===== src/rtl/tiger_pad_ctrl.sv =====
// Tiger message front-end: absorbs 64-bit words, applies Tiger v1 padding, and
// sequences 512-bit blocks through the compression core while chaining the 192-bit state.
module tiger_pad_ctrl (
    input  logic         i_clk,
    input  logic         i_rst,
    input  logic         i_init,
    input  logic         i_valid,
    output logic         o_ready,
    input  logic [63:0]  i_data,
    input  logic         i_last,
    input  logic [3:0]   i_keep,
    output logic [511:0] o_blk,
    output logic [191:0] o_vin,
    output logic         o_start,
    input  logic [191:0] i_vout,
    input  logic         i_done,
    output logic [191:0] o_hash,
    output logic         o_hash_valid,
    output logic [2:0]   o_dbg_state
);

    typedef enum logic [2:0] {
        ST_IDLE   = 3'd0,
        ST_ABSORB = 3'd1,
        ST_PAD    = 3'd2,
        ST_HASH   = 3'd3,
        ST_DONE   = 3'd4
    } state_t;

    localparam logic [191:0] TIGER_IV = {64'hEFCDAB8967452301,
                                         64'h1032547698BADCFE,
                                         64'h87E1B2C3B4A596F0};

    // Handshake: a word transfers on a rising edge where i_valid && o_ready;
    // o_start is a one-cycle request and the block/chaining value hold until i_done.
    state_t       state;
    logic [63:0]  byte_cnt;
    logic [2:0]   idx;
    logic [6:0]   blk_bytes;
    logic         fin;
    logic         ext;
    logic         ext_one;

    logic [3:0]   keep_eff;
    logic         accept;
    logic [63:0]  bit_len;
    logic [511:0] pad_blk;
    logic [511:0] ext_blk;

    function automatic logic [63:0] swap64(input logic [63:0] x);
        logic [63:0] r;
        r = '0;
        for (int i = 0; i < 8; i++) begin
            r[8*i +: 8] = x[56-8*i +: 8];
        end
        return r;
    endfunction

    assign o_dbg_state = state;

    always_comb begin
        keep_eff = 4'd8;
        if (i_last) begin
            keep_eff = (i_keep > 4'd8) ? 4'd8 : i_keep;
        end
        accept  = (state == ST_ABSORB) && i_valid && o_ready;
        bit_len = byte_cnt << 3;

        // blk_bytes == 64 means the data filled the block; padding then moves
        // entirely into the extra block, which starts with the 0x01 marker.
        pad_blk = o_blk;
        for (int b = 0; b < 64; b++) begin
            if (7'(b) > blk_bytes) begin
                pad_blk[511-8*b -: 8] = 8'h00;
            end else if (7'(b) == blk_bytes) begin
                pad_blk[511-8*b -: 8] = 8'h01;
            end
        end
        if (blk_bytes <= 7'd55) begin
            pad_blk[63:0] = swap64(bit_len);
        end

        ext_blk = {(ext_one ? 8'h01 : 8'h00), 440'd0, swap64(bit_len)};
    end

    always_ff @(posedge i_clk or posedge i_rst) begin
        if (i_rst) begin
            state        <= ST_IDLE;
            byte_cnt     <= '0;
            idx          <= '0;
            blk_bytes    <= '0;
            fin          <= 1'b0;
            ext          <= 1'b0;
            ext_one      <= 1'b0;
            o_ready      <= 1'b0;
            o_blk        <= '0;
            o_vin        <= '0;
            o_start      <= 1'b0;
            o_hash       <= '0;
            o_hash_valid <= 1'b0;
        end else begin
            o_start      <= 1'b0;
            o_hash_valid <= 1'b0;
            case (state)
                ST_IDLE: begin
                    if (i_init) begin
                        o_vin    <= TIGER_IV;
                        byte_cnt <= '0;
                        idx      <= '0;
                        fin      <= 1'b0;
                        ext      <= 1'b0;
                        ext_one  <= 1'b0;
                        o_hash   <= '0;
                        o_ready  <= 1'b1;
                        state    <= ST_ABSORB;
                    end
                end

                ST_ABSORB: begin
                    if (accept) begin
                        o_blk[{~idx, 6'd0} +: 64] <= i_data;
                        byte_cnt <= byte_cnt + 64'(keep_eff);
                        idx      <= idx + 3'd1;
                        if (i_last) begin
                            blk_bytes <= {1'b0, idx, 3'b000} + 7'(keep_eff);
                            o_ready   <= 1'b0;
                            state     <= ST_PAD;
                        end else if (idx == 3'd7) begin
                            fin     <= 1'b0;
                            o_ready <= 1'b0;
                            o_start <= 1'b1;
                            state   <= ST_HASH;
                        end
                    end
                end

                ST_PAD: begin
                    o_blk <= pad_blk;
                    if (blk_bytes <= 7'd55) begin
                        fin <= 1'b1;
                    end else begin
                        fin     <= 1'b0;
                        ext     <= 1'b1;
                        ext_one <= (blk_bytes == 7'd64);
                    end
                    o_start <= 1'b1;
                    state   <= ST_HASH;
                end

                ST_HASH: begin
                    // A completion cannot belong to a block issued this very cycle.
                    if (i_done && !o_start) begin
                        o_vin <= i_vout;
                        if (fin) begin
                            state <= ST_DONE;
                        end else if (ext) begin
                            o_blk   <= ext_blk;
                            ext     <= 1'b0;
                            fin     <= 1'b1;
                            o_start <= 1'b1;
                        end else begin
                            idx     <= '0;
                            o_ready <= 1'b1;
                            state   <= ST_ABSORB;
                        end
                    end
                end

                ST_DONE: begin
                    o_hash       <= o_vin;
                    o_hash_valid <= 1'b1;
                    state        <= ST_IDLE;
                end

                default: state <= ST_IDLE;
            endcase
        end
    end

endmodule

===== config.mk =====
export PLATFORM = sky130hd
export DESIGN_NAME = tiger_pad_ctrl
export DESIGN_NICKNAME = d
export VERILOG_FILES = /design/src/rtl/tiger_pad_ctrl.sv
export SDC_FILE = /design/constraint.sdc
export NUM_CORES = 2
export LEC_CHECK = 0
export ABC_AREA = 1
export ABC_CLOCK_PERIOD_IN_PS = 73300
export BUFFER_PORTS_ARGS = -buffer_cell sky130_fd_sc_hd__buf_2
export CORE_AREA = 2 2 450 452
export DETAILED_ROUTE_END_ITERATION = 6
export DIE_AREA = 0 0 452 454
export PLACE_DENSITY_LB_ADDON = 0.25
export SYNTH_ARGS = -nofsm -noshare
export SYNTH_HDL_FRONTEND = slang
export SYNTH_SLANG_ARGS = --single-unit

===== constraint.sdc =====
create_clock -name i_clk -period 73.3 [get_ports i_clk]
set_input_delay 14.66 -clock i_clk [delete_from_list [all_inputs] [get_ports i_clk]]
set_output_delay 14.66 -clock i_clk [all_outputs]
set_load 0.005 [all_outputs]

### Word-level counts from Yosys, hierarchy flattened

Index checks and enable logic that the tools add are counted.

| cells by class | value |
|---|---|
| $add $sub $neg | 4 |
| $mul | 0 |
| div/mod/pow operators | 0 |
| magnitude comparators | 66 |
| eq/ne operators | 144 |
| shift-type cells | 2 |
| muxes and demuxes | 189 |
| bitwise gates (word level) | 1 |
| reductions and logical operators | 88 |

Operators with widths:

| operator | count |
|---|---|
| 2-to-1 mux 512 bit | 4 |
| case mux 512 bit (3 select lines) | 1 |
| 2-to-1 mux 8 bit | 128 |
| case mux 192 bit (2 select lines) | 2 |
| 2-to-1 mux 192 bit | 3 |
| bitwise mux 512 bit | 1 |
| variable shift 64 x 11 -> 512 bit (first input constant) | 1 |
| indexed part select 64 x 11 -> 512 bit | 1 |
| AND reduction 6 bit | 66 |
| equality test 6 x 7 -> 1 bit (first input constant) | 32 |
| > comparator 6 x 7 -> 1 bit (first input constant) | 32 |
| 2-to-1 mux 64 bit | 3 |
| != test 3 bit (second input constant) | 57 |
| case mux 64 bit (2 select lines) | 1 |
| equality test 5 x 7 -> 1 bit (first input constant) | 16 |
| > comparator 5 x 7 -> 1 bit (first input constant) | 16 |
| adder 64 x 4 -> 64 bit | 1 |
| equality test 4 x 7 -> 1 bit (first input constant) | 8 |
| > comparator 4 x 7 -> 1 bit (first input constant) | 8 |
| 2-to-1 mux 3 bit | 12 |
| != test 4 bit (second input constant) | 8 |
| equality test 3 x 7 -> 1 bit (first input constant) | 4 |
| > comparator 3 x 7 -> 1 bit (first input constant) | 4 |
| 2-to-1 mux 1 bit | 25 |
| 34 further kinds | 60 |

| word-level totals | value |
|---|---|
| register bits after elaboration | 979 |
| latch bits | 0 |
| bits in writable memories | 0 |
| ROM bits | 0 |
| bits of input ports | 266 |
| output and inout port bits | 902 |
| word-level logic and storage cells | 570 |
| memories kept | 0 |

### Logic depth before layout (Yosys ltp)

| depth | value |
|---|---|
| depth in word-level cells | 6 |
| gate-level depth with buffers | 17 |

### Worst setup path after synthesis

OpenSTA, ideal clock, no wires.

| timing path | value |
|---|---|
| kind | in2reg |
| start | input port i_keep[3] |
| end | register byte_cnt[28] |
| library setup time | 71 ps |
| data arrival time | 16532 ps |
| slack | 56696 ps |
| stages on the path | 17 |
| buffers on the path | 0 |
| cells stage by stage | inv_1 nand2_1 nor2_1 ha_1 inv_1 fa_1 inv_1 nand2_1 nand2_1 nand2_1 nor2_1 inv_1 nor2_1 nand2_1 nand2_1 nand2_1 nor2_1 |

| between the ends | value |
|---|---|
| longest elaborated chain between the ends | 6 |

RTL lines:

| item | RTL line | RTL |
|---|---|---|
| start: declaration | 11 | `input logic [3:0] i_keep,` |
| > comparator 4 bit | 64 | `keep_eff = (i_keep > 4'd8) ? 4'd8 : i_keep;` |
| 2-to-1 mux 4 bit | 64 |  |
| 2-to-1 mux 4 bit | 63 | `if (i_last) begin` |
| via keep_eff[0] | 44 | `logic [3:0] keep_eff;` |
| adder 64 x 4 -> 64 bit | 122 | `byte_cnt <= byte_cnt + 64'(keep_eff);` |
| 2-to-1 mux 64 bit | 120 | `if (accept) begin` |
| case mux 64 bit (2 select lines) | 104 | `case (state)` |
| end signal: assignment | 122 |  |
| end: declaration | 37 | `logic [63:0] byte_cnt;` |

The timed path passes the listed nets, and every way through them passes these cells. The select of a mux whose other input is x is not followed.
A chain may end at the register's enable or synchronous reset.

### Final worst setup path

| timing path | value |
|---|---|
| start | input port i_init |
| end | register o_vin[7] |

| between the ends | value |
|---|---|
| longest elaborated chain between the ends | 2 |

RTL lines:

| item | RTL line | RTL |
|---|---|---|
| start: declaration | 6 | `input logic i_init,` |
| != test 2 bit (no source line) | -- |  |
| AND reduction 3 bit (no source line) | -- |  |
| end signal: assignment | 153 | `o_vin <= i_vout;` |
| end: declaration | 13 | `output logic [191:0] o_vin,` |

No other way between the ends.

==> out/results.tsv <==
metric	value	unit
crit end category	flip-flop	
Longest Clk Path Bufs	3	
share of cells above drive strength 1	25.35	%
TritonCTS buffer count	116	
Congestion Overflow GR	0	
setup bufs post-CTS	0	
chip width	452	µm
post-synthesis compound-gate area fraction	19.90	%
Worst Path Max Fanout	247	
Post-synth EDFFs	0	
critical path data arrival time	18.13	ns
CP Cell Sequence	buf_2 > inv_1 > nor2_2 > inv_2 > nand2_4 > buf_12 > buf_4 > o21ai_0 > o21ai_0	
number of max-cap violations	0	
WHS	0.4774	ns
root buf cell	clkbuf_16	
most common flop cell mapped by yosys	dfrtp_1	
crit-path most repeated cell	o21ai_0	
vias in the first global route	38650	
status	finished, final reports clean	
nets	5941	
mux contribution to synthesized area	0	%
ys async rst share	100.0	%
CP startpoint kind	input port	
area of the die	205200	µm²
Lkg Pwr	27.02	nW
Worst Tran Pin Value	1.210	ns
final instance area	53510	µm²
critical path required time	73.91	ns
main combinational cell family by area after synthesis	compound AO/OA/AOI/OAI gates	
Worst path slowest cell	buf_4	
FF-to-FF setup slack	67.96	ns
CTS resizes	0	
cells after synthesis	4572	
Slew Viols, Final	0	
Yosys cell types	44	
min-delay worst type	reg -> reg	
DR iter-0 viols	3407	
final WL	234500	µm
Layout Utilization	26.64	%
Core Area	200900	µm²
Power Density	40.72	nW/µm²
post-synthesis simple-gate area fraction	13.23	%
Vias per Instance	4.706	
RR Startpoint	o_dbg_state[2]	
GRT Overall Usage	22.01	%
clock transition at the registers of the reported paths	0.06	ns
synthesized area	40870	µm²
clk sink count	976	
antenna-violating nets left	0	
Skew-Pair Late Insertion Delay	0.79	ns
XOR/XNOR Fraction of Synth Area	0.04286	%
Final min period	17.52	ns
global-route wire length before repair	319400	µm
R2R depth	9	
CP Class	in -> reg	
top-level port count	1168	
Post-Syn Nets	4847	
dpl cells	8220	
setup TNS	0	ns
Non-Filler Instances	8455	
RR Endpoint	o_vin[7]	
fin crit share	23.91	%
Area growth syn-to-layout	30.92	%
worst setup path end	o_vin[7]	
Detailed Routing Iterations Pass 1	5	
placed inst area	49530	µm²
DRC	0	
num rows	165	
die height	454	µm
maximum VDD drop	0.02752	mV
Critical Path Max Stage Delay	0.74	ns
largest net degree at the start of global routing	248	
Clock Skew	0.1005	ns
TritonCTS clock tree	built	
final hold violations	0	
synthesis-stage register bit count	976	
RePlAce Congestion	0.9277	
H-tree Lvls	3	
# hold bufs at CTS	0	
crit path from	i_init	
Synth Area per Inst	8.939	µm²
Seq/Total Area, Yosys	59.76	%
RSZ-0062 raised after global routing	no	
Slew headroom	19.05	%
Vias	39790	
setup violators final	0	
adder-cell share of the synthesized area	0.2939	%
yosys warns	0	
Starting Density	20.35	%
DPL Wire Length	177400	µm
Port-buffer cells	1167	
Peak Freq	57.07	MHz
WL/cell	27.73	µm
initial antenna violation count	32	
cell usage in the layout (no fill, tap or decap), types with 8 or more instances in the layout:
master / n
inv_1: 460
nand2_2: 15
o22ai_1: 77
diode_2: 23
o21ai_0: 1384
o21ai_1: 31
ha_1: 8
nor2_2: 14
nand3_1: 151
nand4_1: 61
inv_2: 12
nor2_1: 232
clkinv_2: 16
o31ai_1: 18
clkbuf_1: 29
buf_4: 39
nor3_1: 18
clkbuf_16: 117
nor2_4: 8
dfrtp_1: 976
a21oi_1: 42
clkbuf_8: 27
nand2_1: 771
buf_2: 1167
where the power goes:
| group | total, W | internal (W) | switching, W |
|---|---|---|---|
| combinational | 0.000830 | 0.000188 | 0.000642 |
| sequential | 0.000752 | 0.000667 | 0.0000855 |
| clock | 0.000597 | 0.000343 | 0.000254 |
| total | 0.00218 | 0.00120 | 0.000981 |
critical path: cells and delay by family:
family | cells | cell delay, ns
AO/OA/AOI/OAI | 2 | 0.31
AND/OR/NAND/NOR | 2 | 0.92
buffers and inverters | 5 | 1.97
through the flow:
stage / setup WS (ns) / total power [W]
detailed placement: 55.00 / 0.001593
global route: 55.38 / 0.002287
floorplan: 31.18 / 0.001100
global placement: 55.00 / 0.001590
finish: 55.78 / 0.002179
CTS: 55.75 / 0.002199
area by class of cell:
cell class                      instances  area (µm²)
Antenna cell                           23       57.56
Tap cell                             2672        3343
Clock inverter                         39       509.2
Inverter                              478        1804
Fill cell                           21990      147400
Clock buffer                          173        3408
Multi-Input combinational cell       2884       13750
Timing Repair Buffer                 1210        6213
Sequential cell                       976       24420
per-layer routing:
| metal | GRT usage, % | part of all wire (%) | wire length [µm] |
|---|---|---|---|
| met2 | 38.18 | 50 | 116400 |
| met5 | 0 | 0.030 | 70 |
| met4 | 13.52 | 6.9 | 16280 |
| met1 | 24.19 | 36 | 84780 |
| met3 | 5.384 | 7.2 | 16910 |
how the worst min path moves through the flow:
stage / from / to / depth (start not counted) / slack (ns)
2_1_floorplan: flip-flop / flip-flop / 2 / 0.47
3_3_place_gp: o_hash[162] / o_hash[162] / 2 / 0.46
3_5_place_dp: o_hash[106] / o_hash[106] / 2 / 0.47
4_1_cts: o_hash[106] / o_hash[106] / 2 / 0.48
5_1_grt: o_hash[73] / o_hash[73] / 2 / 0.50
6_report: o_hash[40] / o_hash[40] / 2 / 0.48
synth_stat cells, types with 14 or more instances:
master | instances | area (µm²)
buf_2 | 41 | 205.2
a21oi_1 | 42 | 210.2
nor2_2 | 14 | 87.58
nor2_1 | 237 | 889.6
o21ai_0 | 1384 | 6927
inv_1 | 464 | 1742
o31ai_1 | 18 | 135.1
nand3_1 | 151 | 755.7
o21ai_1 | 31 | 155.2
nand2_1 | 777 | 2917
dfrtp_1 | 976 | 24420
nand4_1 | 61 | 381.6
o22ai_1 | 77 | 481.7
clkbuf_1 | 181 | 679.4
nor3_1 | 18 | 90.09
logic make-up (layout without fill, tap and decap cells):
family,count (synthesis),after routing
compound gates,1581,1581
buf+inv,712,1900
simple gates,1292,1292
flops,976,976
other cells,0,23
xor+xnor,2,2
fa+ha+maj,9,9
(Power assumes the default switching activity.)
